==> config.mk <==
export PLATFORM = sky130hd
export DESIGN_NAME = pipe_ctrl
export DESIGN_NICKNAME = d
export VERILOG_FILES = /design/src/rtl/y86_pkg.sv /design/src/rtl/sat_counter.sv /design/src/rtl/pipe_ctrl.sv
export SDC_FILE = /design/constraint.sdc
export NUM_CORES = 1
export LEC_CHECK = 0
export ABC_AREA = 1
export CORE_MARGIN = 5
export CORE_UTILIZATION = 45
export CTS_BUF_LIST = sky130_fd_sc_hd__clkbuf_8 sky130_fd_sc_hd__clkbuf_16
export CTS_CLUSTER_SIZE = 10
export DETAILED_ROUTE_END_ITERATION = 8
export PLACE_DENSITY = 0.84
export SKIP_LAST_GASP = 1
export SYNTH_ARGS = -nofsm -noshare
export SYNTH_HDL_FRONTEND = slang
export SYNTH_SLANG_ARGS = --single-unit
==> constraint.sdc <==
create_clock -name clk -period 2.4 [get_ports clk]
set_clock_uncertainty 0.05 [all_clocks]
set_input_delay 0.36 -clock clk [delete_from_list [all_inputs] [get_ports clk]]
set_output_delay 0.36 -clock clk [all_outputs]
set_load 0.1 [all_outputs]
==> src/rtl/y86_pkg.sv <==
// y86_pkg: constants shared by the Y86-64 pipeline datapath and control.
//   - instruction codes (icode field)
//   - stage status codes (stat field)
//   - RNONE register id
//   - control FSM state encoding
package y86_pkg;

    localparam logic [3:0] I_HALT  = 4'h0;
    localparam logic [3:0] I_NOP   = 4'h1;
    localparam logic [3:0] I_CMOV  = 4'h2;
    localparam logic [3:0] I_IRMOV = 4'h3;
    localparam logic [3:0] I_RMMOV = 4'h4;
    localparam logic [3:0] I_MRMOV = 4'h5;
    localparam logic [3:0] I_OPQ   = 4'h6;
    localparam logic [3:0] I_JXX   = 4'h7;
    localparam logic [3:0] I_CALL  = 4'h8;
    localparam logic [3:0] I_RET   = 4'h9;
    localparam logic [3:0] I_PUSH  = 4'hA;
    localparam logic [3:0] I_POP   = 4'hB;

    localparam logic [3:0] S_BUB = 4'h0;
    localparam logic [3:0] S_AOK = 4'h1;
    localparam logic [3:0] S_HLT = 4'h2;
    localparam logic [3:0] S_ADR = 4'h3;
    localparam logic [3:0] S_INS = 4'h4;

    localparam logic [3:0] RNONE = 4'hF;

    typedef enum logic [1:0] {
        ST_RUN    = 2'd0,
        ST_DRAIN  = 2'd1,
        ST_HALTED = 2'd2
    } ctrl_state_e;

    // A status stops the machine when it is HLT, ADR or INS.
    function automatic logic is_exc(input logic [3:0] stat);
        return (stat == S_HLT) || (stat == S_ADR) || (stat == S_INS);
    endfunction

endpackage

==> src/rtl/sat_counter.sv <==
// sat_counter: up-counter that sticks at all-ones instead of wrapping.
//   clk    - clock, rising edge
//   rst_n  - asynchronous active-low reset, clears count
//   inc    - increment enable for this cycle
//   count  - current count value
module sat_counter #(
    parameter int W = 32
) (
    input  logic         clk,
    input  logic         rst_n,
    input  logic         inc,
    output logic [W-1:0] count
);

    logic [W-1:0] count_q;
    logic [W-1:0] count_d;

    always_comb begin
        count_d = count_q;
        if (inc && (count_q != '1)) begin
            count_d = count_q + 1'b1;
        end
    end

    always_ff @(posedge clk or negedge rst_n) begin
        if (!rst_n) begin
            count_q <= '0;
        end else begin
            count_q <= count_d;
        end
    end

    assign count = count_q;

endmodule

==> src/rtl/pipe_ctrl.sv <==
// pipe_ctrl: pipeline control for the 5-stage Y86-64 pipeline.
//   Inputs : icode/register/status taps from D, E, M, W stages plus the
//            execute ALU flags and branch condition.
//   Outputs: condition-code register (cc_*), pipeline-register stall and
//            bubble controls, halted flag with latched exception status,
//            and saturating cycle / retire / stall performance counters.
//
// state     | meaning
// ----------+--------------------------------------------------------
// ST_RUN    | normal operation
// ST_DRAIN  | exception seen in M, waiting for it to reach W
// ST_HALTED | exception reached W; pipeline frozen until reset
module pipe_ctrl
    import y86_pkg::*;
#(
    parameter int CNT_W = 32
) (
    input  logic             clk,
    input  logic             rst_n,
    input  logic [3:0]       D_icode,
    input  logic [3:0]       d_srcA,
    input  logic [3:0]       d_srcB,
    input  logic [3:0]       E_icode,
    input  logic [3:0]       E_dstM,
    input  logic             e_cnd,
    input  logic             alu_zf,
    input  logic             alu_sf,
    input  logic             alu_of,
    input  logic [3:0]       M_icode,
    input  logic [3:0]       m_stat,
    input  logic [3:0]       W_stat,
    output logic             cc_zf,
    output logic             cc_sf,
    output logic             cc_of,
    output logic             F_stall,
    output logic             D_stall,
    output logic             D_bubble,
    output logic             E_bubble,
    output logic             M_bubble,
    output logic             W_stall,
    output logic             halted,
    output logic [3:0]       exc_stat,
    output logic [CNT_W-1:0] cycle_cnt,
    output logic [CNT_W-1:0] retire_cnt,
    output logic [CNT_W-1:0] stall_cnt
);

    ctrl_state_e state_q, state_d;
    logic [2:0]  cc_q, cc_d;          // {zf, sf, of}
    logic [3:0]  exc_stat_q, exc_stat_d;

    logic load_use, ret_haz, mispred, m_exc, w_exc, set_cc;
    logic in_halt;

    assign load_use = ((E_icode == I_MRMOV) || (E_icode == I_POP)) &&
                      (E_dstM != RNONE) &&
                      ((E_dstM == d_srcA) || (E_dstM == d_srcB));
    assign ret_haz  = (D_icode == I_RET) || (E_icode == I_RET) || (M_icode == I_RET);
    assign mispred  = (E_icode == I_JXX) && !e_cnd;
    assign m_exc    = is_exc(m_stat);
    assign w_exc    = is_exc(W_stat);
    assign in_halt  = (state_q == ST_HALTED);

    // An excepting instruction in M or W must not let a younger OPQ
    // change the architectural flags.
    assign set_cc   = (E_icode == I_OPQ) && !m_exc && !w_exc && !in_halt;

    always_comb begin
        F_stall  = load_use | ret_haz;
        D_stall  = load_use;
        // load_use wins over ret_haz so decode is held rather than flushed.
        D_bubble = mispred | (ret_haz & ~load_use);
        E_bubble = mispred | load_use;
        M_bubble = m_exc | w_exc;
        W_stall  = w_exc;
        if (in_halt) begin
            F_stall  = 1'b1;
            D_stall  = 1'b1;
            D_bubble = 1'b0;
            E_bubble = 1'b0;
            M_bubble = 1'b0;
            W_stall  = 1'b1;
        end
    end

    always_comb begin
        state_d    = state_q;
        exc_stat_d = exc_stat_q;
        cc_d       = cc_q;
        if (set_cc) begin
            cc_d = {alu_zf, alu_sf, alu_of};
        end
        case (state_q)
            ST_RUN, ST_DRAIN: begin
                if (w_exc) begin
                    state_d    = ST_HALTED;
                    exc_stat_d = W_stat;
                end else if (m_exc) begin
                    state_d = ST_DRAIN;
                end
            end
            ST_HALTED: state_d = ST_HALTED;
            default:   state_d = ST_HALTED;
        endcase
    end

    always_ff @(posedge clk or negedge rst_n) begin
        if (!rst_n) begin
            state_q    <= ST_RUN;
            cc_q       <= 3'b100;
            exc_stat_q <= S_AOK;
        end else begin
            state_q    <= state_d;
            cc_q       <= cc_d;
            exc_stat_q <= exc_stat_d;
        end
    end

    assign cc_zf    = cc_q[2];
    assign cc_sf    = cc_q[1];
    assign cc_of    = cc_q[0];
    assign halted   = in_halt;
    assign exc_stat = exc_stat_q;

    logic cycle_inc, retire_inc, stall_inc;
    assign cycle_inc  = !in_halt;
    assign retire_inc = (W_stat == S_AOK) && !in_halt;
    assign stall_inc  = F_stall && (state_q == ST_RUN);

    sat_counter #(.W(CNT_W)) u_cycle_cnt (
        .clk   (clk),
        .rst_n (rst_n),
        .inc   (cycle_inc),
        .count (cycle_cnt)
    );

    sat_counter #(.W(CNT_W)) u_retire_cnt (
        .clk   (clk),
        .rst_n (rst_n),
        .inc   (retire_inc),
        .count (retire_cnt)
    );

    sat_counter #(.W(CNT_W)) u_stall_cnt (
        .clk   (clk),
        .rst_n (rst_n),
        .inc   (stall_inc),
        .count (stall_cnt)
    );

endmodule
Word-level counts from Yosys, hierarchy flattened

Index checks and enable logic that the tools add are counted.

Flip-flop bits (word level): 105
Output and inout port bits: 110
Word-level logic and storage cells: 73

Muxes and demuxes: 9
Bitwise operators: 6
Equal/unequal tests: 23
Add/subtract/negate cells: 3
Reductions and logical operators: 26

Operators by type and width:

| kind                                          | count |
|---|---|
| adder 32 x 1 -> 32 bit, second input constant | 3 |
| != test 32 bit, second input constant         | 3 |
| == test 4 x 3 -> 1 bit, second input constant | 5 |
| == test 4 x 2 -> 1 bit, second input constant | 4 |
| == test 4 bit, second input constant          | 4 |
| logical AND 1 bit                             | 11 |
| == test 4 bit                                 | 2 |
| logical OR 1 bit                              | 8 |
| 2-to-1 mux 1 bit                              | 6 |
| 2-to-1 mux 2 bit                              | 3 |
| == test 4 x 1 -> 1 bit, second input constant | 1 |
| logical NOT 1 bit                             | 4 |
| != test 4 bit, second input constant          | 1 |
| bitwise OR 1 bit                              | 4 |
| != test 3 bit, second input constant          | 1 |
| == test 2 x 1 -> 1 bit, second input constant | 1 |
| == test 2 bit, second input constant          | 1 |
| logical NOT 2 bit                             | 1 |
| AND reduction 2 bit                           | 1 |
| OR reduction 2 bit                            | 1 |
| bitwise AND 1 bit                             | 1 |
| inverter 1 bit                                | 1 |

Logic depth before layout (Yosys ltp)

Depth after elaboration: 8
Gate-level depth with buffers: 13
Mapped depth without buffers: 11

Cells and area by module

A second synthesis with hierarchy kept.

Cell total of the unflattened synthesis: 1118
Area total of the unflattened synthesis: 7338.3 µm²

By module, submodules not included:

| module      | seq. area each (µm²) | times used | cells an instance | area an instance (µm²) |
|---|---|---|---|---|
| sat_counter | 800.8                | 3          | 333               | 2190.9 |
| pipe_ctrl   | 227.7                | 1          | 119               | 765.7 |

Worst setup path before layout

No wires, ideal clock.

Path kind: register to output
Start point: reg state_q[1]
End point: out D_bubble
Stages on the path, launching flop included: 6
Setup slack: -1.819 ns
Arrival: 3.809 ns
Path buffers: 0
Required time: 1.990 ns
Path through: dfrtp_1 inv_2 nor2_2 inv_2 nand2_1 o21ai_0

Longest elaborated chain between the ends: 2

RTL lines:

| what                   | line             | RTL |
|---|---|---|
| start, declared        | pipe_ctrl.sv:48  | `ctrl_state_e state_q, state_d;` |
| start signal, assigned | pipe_ctrl.sv:113 | `state_q <= state_d;` |
| == test 2 bit          | pipe_ctrl.sv:62  | `assign in_halt = (state_q == ST_HALTED);` |
| named net halted       | pipe_ctrl.sv:41  | `output logic halted,` |
| 2-to-1 mux 1 bit       | pipe_ctrl.sv:76  | `if (in_halt) begin` |
| end, declared          | pipe_ctrl.sv:37  | `output logic D_bubble,` |

The timed path passes the listed nets, and every way through them passes these cells.

Worst setup path in the final report

Start point: in E_icode[1]
End point: out F_stall

Longest elaborated chain between the ends: 6

RTL lines:

| what                                                           | line            | RTL |
|---|---|---|
| start, declared                                                | pipe_ctrl.sv:23 | `input logic [3:0] E_icode,` |
| == test 4 x 3 -> 1 bit / == test 4 bit (equally long branches) | pipe_ctrl.sv:55 | `assign load_use = ((E_icode == I_MRMOV) \|\| (E_icode == I_POP)) &&` |
| logical OR 1 bit                                               | pipe_ctrl.sv:55 |  |
| logical AND 1 bit                                              | pipe_ctrl.sv:55 |  |
| logical AND 1 bit                                              | pipe_ctrl.sv:56 | `(E_dstM != RNONE) &&` |
| bitwise OR 1 bit *                                             | pipe_ctrl.sv:69 | `F_stall = load_use \| ret_haz;` |
| 2-to-1 mux 1 bit *                                             | pipe_ctrl.sv:76 |  |
| end, declared                                                  | pipe_ctrl.sv:35 | `output logic F_stall,` |

Every way passes the cells marked *; elsewhere a longest branch is shown, timed or not.

==> results.cfg <==
[flow_run]
max_cap_violations = 0

[synthesis]
synth_top_area_cell = dfrtp_1
syn_area_sq_mm = 0.006780
yosysSeqAreaShare = 0.3879
syn_nets = 1026
ys_warn_count = 0
syn-instance-count = 985
yosys-top-cells-area = dfrtp_1 38%, nand2_1 21%, nor2_1 7.8%
syn_area_per_cell_sq_um = 6.884
synth_seq_cells = 105
synth_top_cell_area_share = 0.3801
ys_types = 33

[layout]
fillers = 1364
syn_to_final_growth_pct = 27.68
n_antenna_cell = 0
drive_gt1_frac = 0.1661
num-nets-final = 1186
fin_cells = 1334
design_area_sq_mm = 0.008657
final_util = 0.5912

[route]
wire_per_inst_microns = 14.79
ant_nets = 0
drt_first_pass_iters = 5
drt-total-wl_microns = 19730
first_iter_violations = 708
drcViolationCount = 0
vias_per_cell = 5.271
vias = 7031

[sta]
period_needed_ps = 2222
rsz0062_at_grt = no
fin_crit_sh = 0.9257
setup_viol = 0
slew-limit-headroom = 0.6104
maxSlewViolCount = 0
worstMarginPinSlew_ps = 583.7
max_freq_ghz = 0.4501
fin_tns_setup_ps = 0
hold_viol_final = 0
hold_ws_ps = 422.8

[critical_path]
critical_path.max_stage_delay_ps = 490
crit_path_start_kind = input port
worstPathArrival_ps = 1810
cp_slowest_cell = clkdlybuf4s50_1
critPathKind = in -> out
cp_cell_sequence = clkdlybuf4s50_1 > inv_1 > nand4_1 > o31ai_1 > nor2_1 > nand3_2 > buf_12
reg2reg_slack_ps = 270
cp_max_fo = 5
endpoint_kind = primary output
crit_required_ps = 1990

[cts]
cts.reportedPaths.clkPinSlew_ps = 70
cts_root_buf = clkbuf_16
cts_buffers = 9
max-clock-path-buffers = 2
cts_sinks = 105
cts_tree = yes
ctsResizeCount = 0
htree_levels = 3
insertion_delay_ps = 360

[power]
p_seq_frac = 0.508
combPwrFrac = 0.052
ir_drop_mv = 0.4126
switching_share = 0.2289
p_leak_nw = 4.317
p_per_area_mw_per_mm2 = 403.3
p_clk_frac = 0.440
switching_power_mw = 0.7993
p_int_mw = 2.692

[place]
place_area_sq_mm = 0.008342
dpl.hpwl_microns = 15300
dp.cells = 1317
port_buffers = 147
gp_congestion = 0.9525

[floorplan]
die_w_microns = 132.8
initial_core_util = 0.4630
dieHeight_microns = 132.8
dieArea_sq_mm = 0.01762
ios = 148
rows = 44
core-area_sq_mm = 0.01464

[global_route]
grt_start_max_net_pins = 44
grt_use_total = 0.2263
grt_antenna_before_repair = 0
overflow = 0
grt_pass1_vias = 6612
grt_pass1_wl_microns = 33060

[min_path]
hold_class = reg -> reg

[outcome]
status = finished clean
## cell usage after synthesis
library cell    n
o211ai_1        1
nand3_1        35
nor3_1         26
nand2_1       388
nand3_2         5
o31ai_1         1
a21boi_0        6
dfrtp_1       103
buf_2           5
nor2_8          1
buf_6           9
inv_2           8
nand2_2         2
o21a_1          1
ha_1            3
buf_4           2
a21oi_1         5
clkbuf_1        4
nand2_4         2
nor2_2          7
xnor2_1        12
nor3_2          2
inv_1          73
o21ai_1        13
nor2_1        141
inv_4           1
nor2_4          2
nor4_1          1
nand3b_1       16
nand4_1        52
dfstp_2         2
o21ai_0        11
xor2_1         45
## per-stage QoR
| step | setup slack, ps | power [mW] |
|---|---|---|
| floorplan | 33.45 | 1.867 |
| CTS | 158.1 | 3.534 |
| detailed placement | 102.1 | 1.993 |
| global route | 36.54 | 3.601 |
| finish | 178.4 | 3.492 |
| global placement | 150.6 | 1.989 |
## power by group through the flow
stage | Combinational (mW) | Sequential [mW] | Clock [mW]
2_1_floorplan | 0.0339 | 1.83 | 0
3_3_place_gp | 0.181 | 1.81 | 0
3_5_place_dp | 0.185 | 1.81 | 0
4_1_cts | 0.187 | 1.77 | 1.57
5_1_grt | 0.203 | 1.77 | 1.63
6_report | 0.183 | 1.77 | 1.54
## per-layer routing
layer | GRT usage | wire length, microns | vias to the layer above
li1 | - | - | 3464
met1 | 0.3045 | 8728 | 3285
met2 | 0.3744 | 9333 | 257
met3 | 0.03797 | 1299 | 25
met4 | 0.07044 | 373 | 0
met5 | 0 | 0 | -
## registers in the layout (all words and copies together), names as in the netlist
name	cells
u_cycle_cnt.count	32
cc_q	3
u_stall_cnt.count	32
exc_stat	4
u_retire_cnt.count	32
state_q	2
## logic make-up after synthesis
group                      synth area share
and+or+nand+nor                      0.4327
DFF                                  0.3879
AOI/OAI and AO/OA                   0.03137
buffers and inverters               0.06883
adders and majority gates          0.005537
xor gates and xnor gates            0.07363
## cells in the final DEF, fill, tap and decap left out, types with 16 or more instances in the layout
cell type          n
nand2_1          387
nand4_1           52
nor2_1           140
nand3_1           35
nor3_1            26
xor2_1            45
inv_1             73
dfrtp_1           97
buf_4            124
nand3b_1          16
clkdlybuf4s50_1   36
## worst max-delay path: cells and delay by family
kind	cells	cell delay (ps)
AOI/OAI and AO/OA	1	70
buffers and inverters	3	800
and+or+nand+nor	3	570
## worst paths after layout
check / from / to / cells after the start
worst max-delay path: E_icode[1] / F_stall / 7
worst min-delay path: exc_stat[0] / exc_stat[0] / 2
worst max register to register: u_retire_cnt.count[0] / u_retire_cnt.count[15] / 11
worst min register to register: exc_stat[0] / exc_stat[0] / 2
max in group asynchronous: rst_n / exc_stat[0] / 3
min in group asynchronous: rst_n / u_retire_cnt.count[2] / 2
## final cells by class
type	count	area, sq um	share of cell area
inverters	82	310.3	0.03584
clock inverters	6	66.31	0.007660
flip-flops and latches	105	2638	0.3047
multi-input cells	778	3712	0.4288
clock buffers	10	239.0	0.02761
well taps	184	230.2	0.02659
repair buffers	169	1461	0.1688
## timing repair
item,CTS,global route
endpoints found under the hold margin,36,0
buffers inserted,0,0
hold buffers,1,0
No activity file was read; power rests on OpenSTA's default activity.
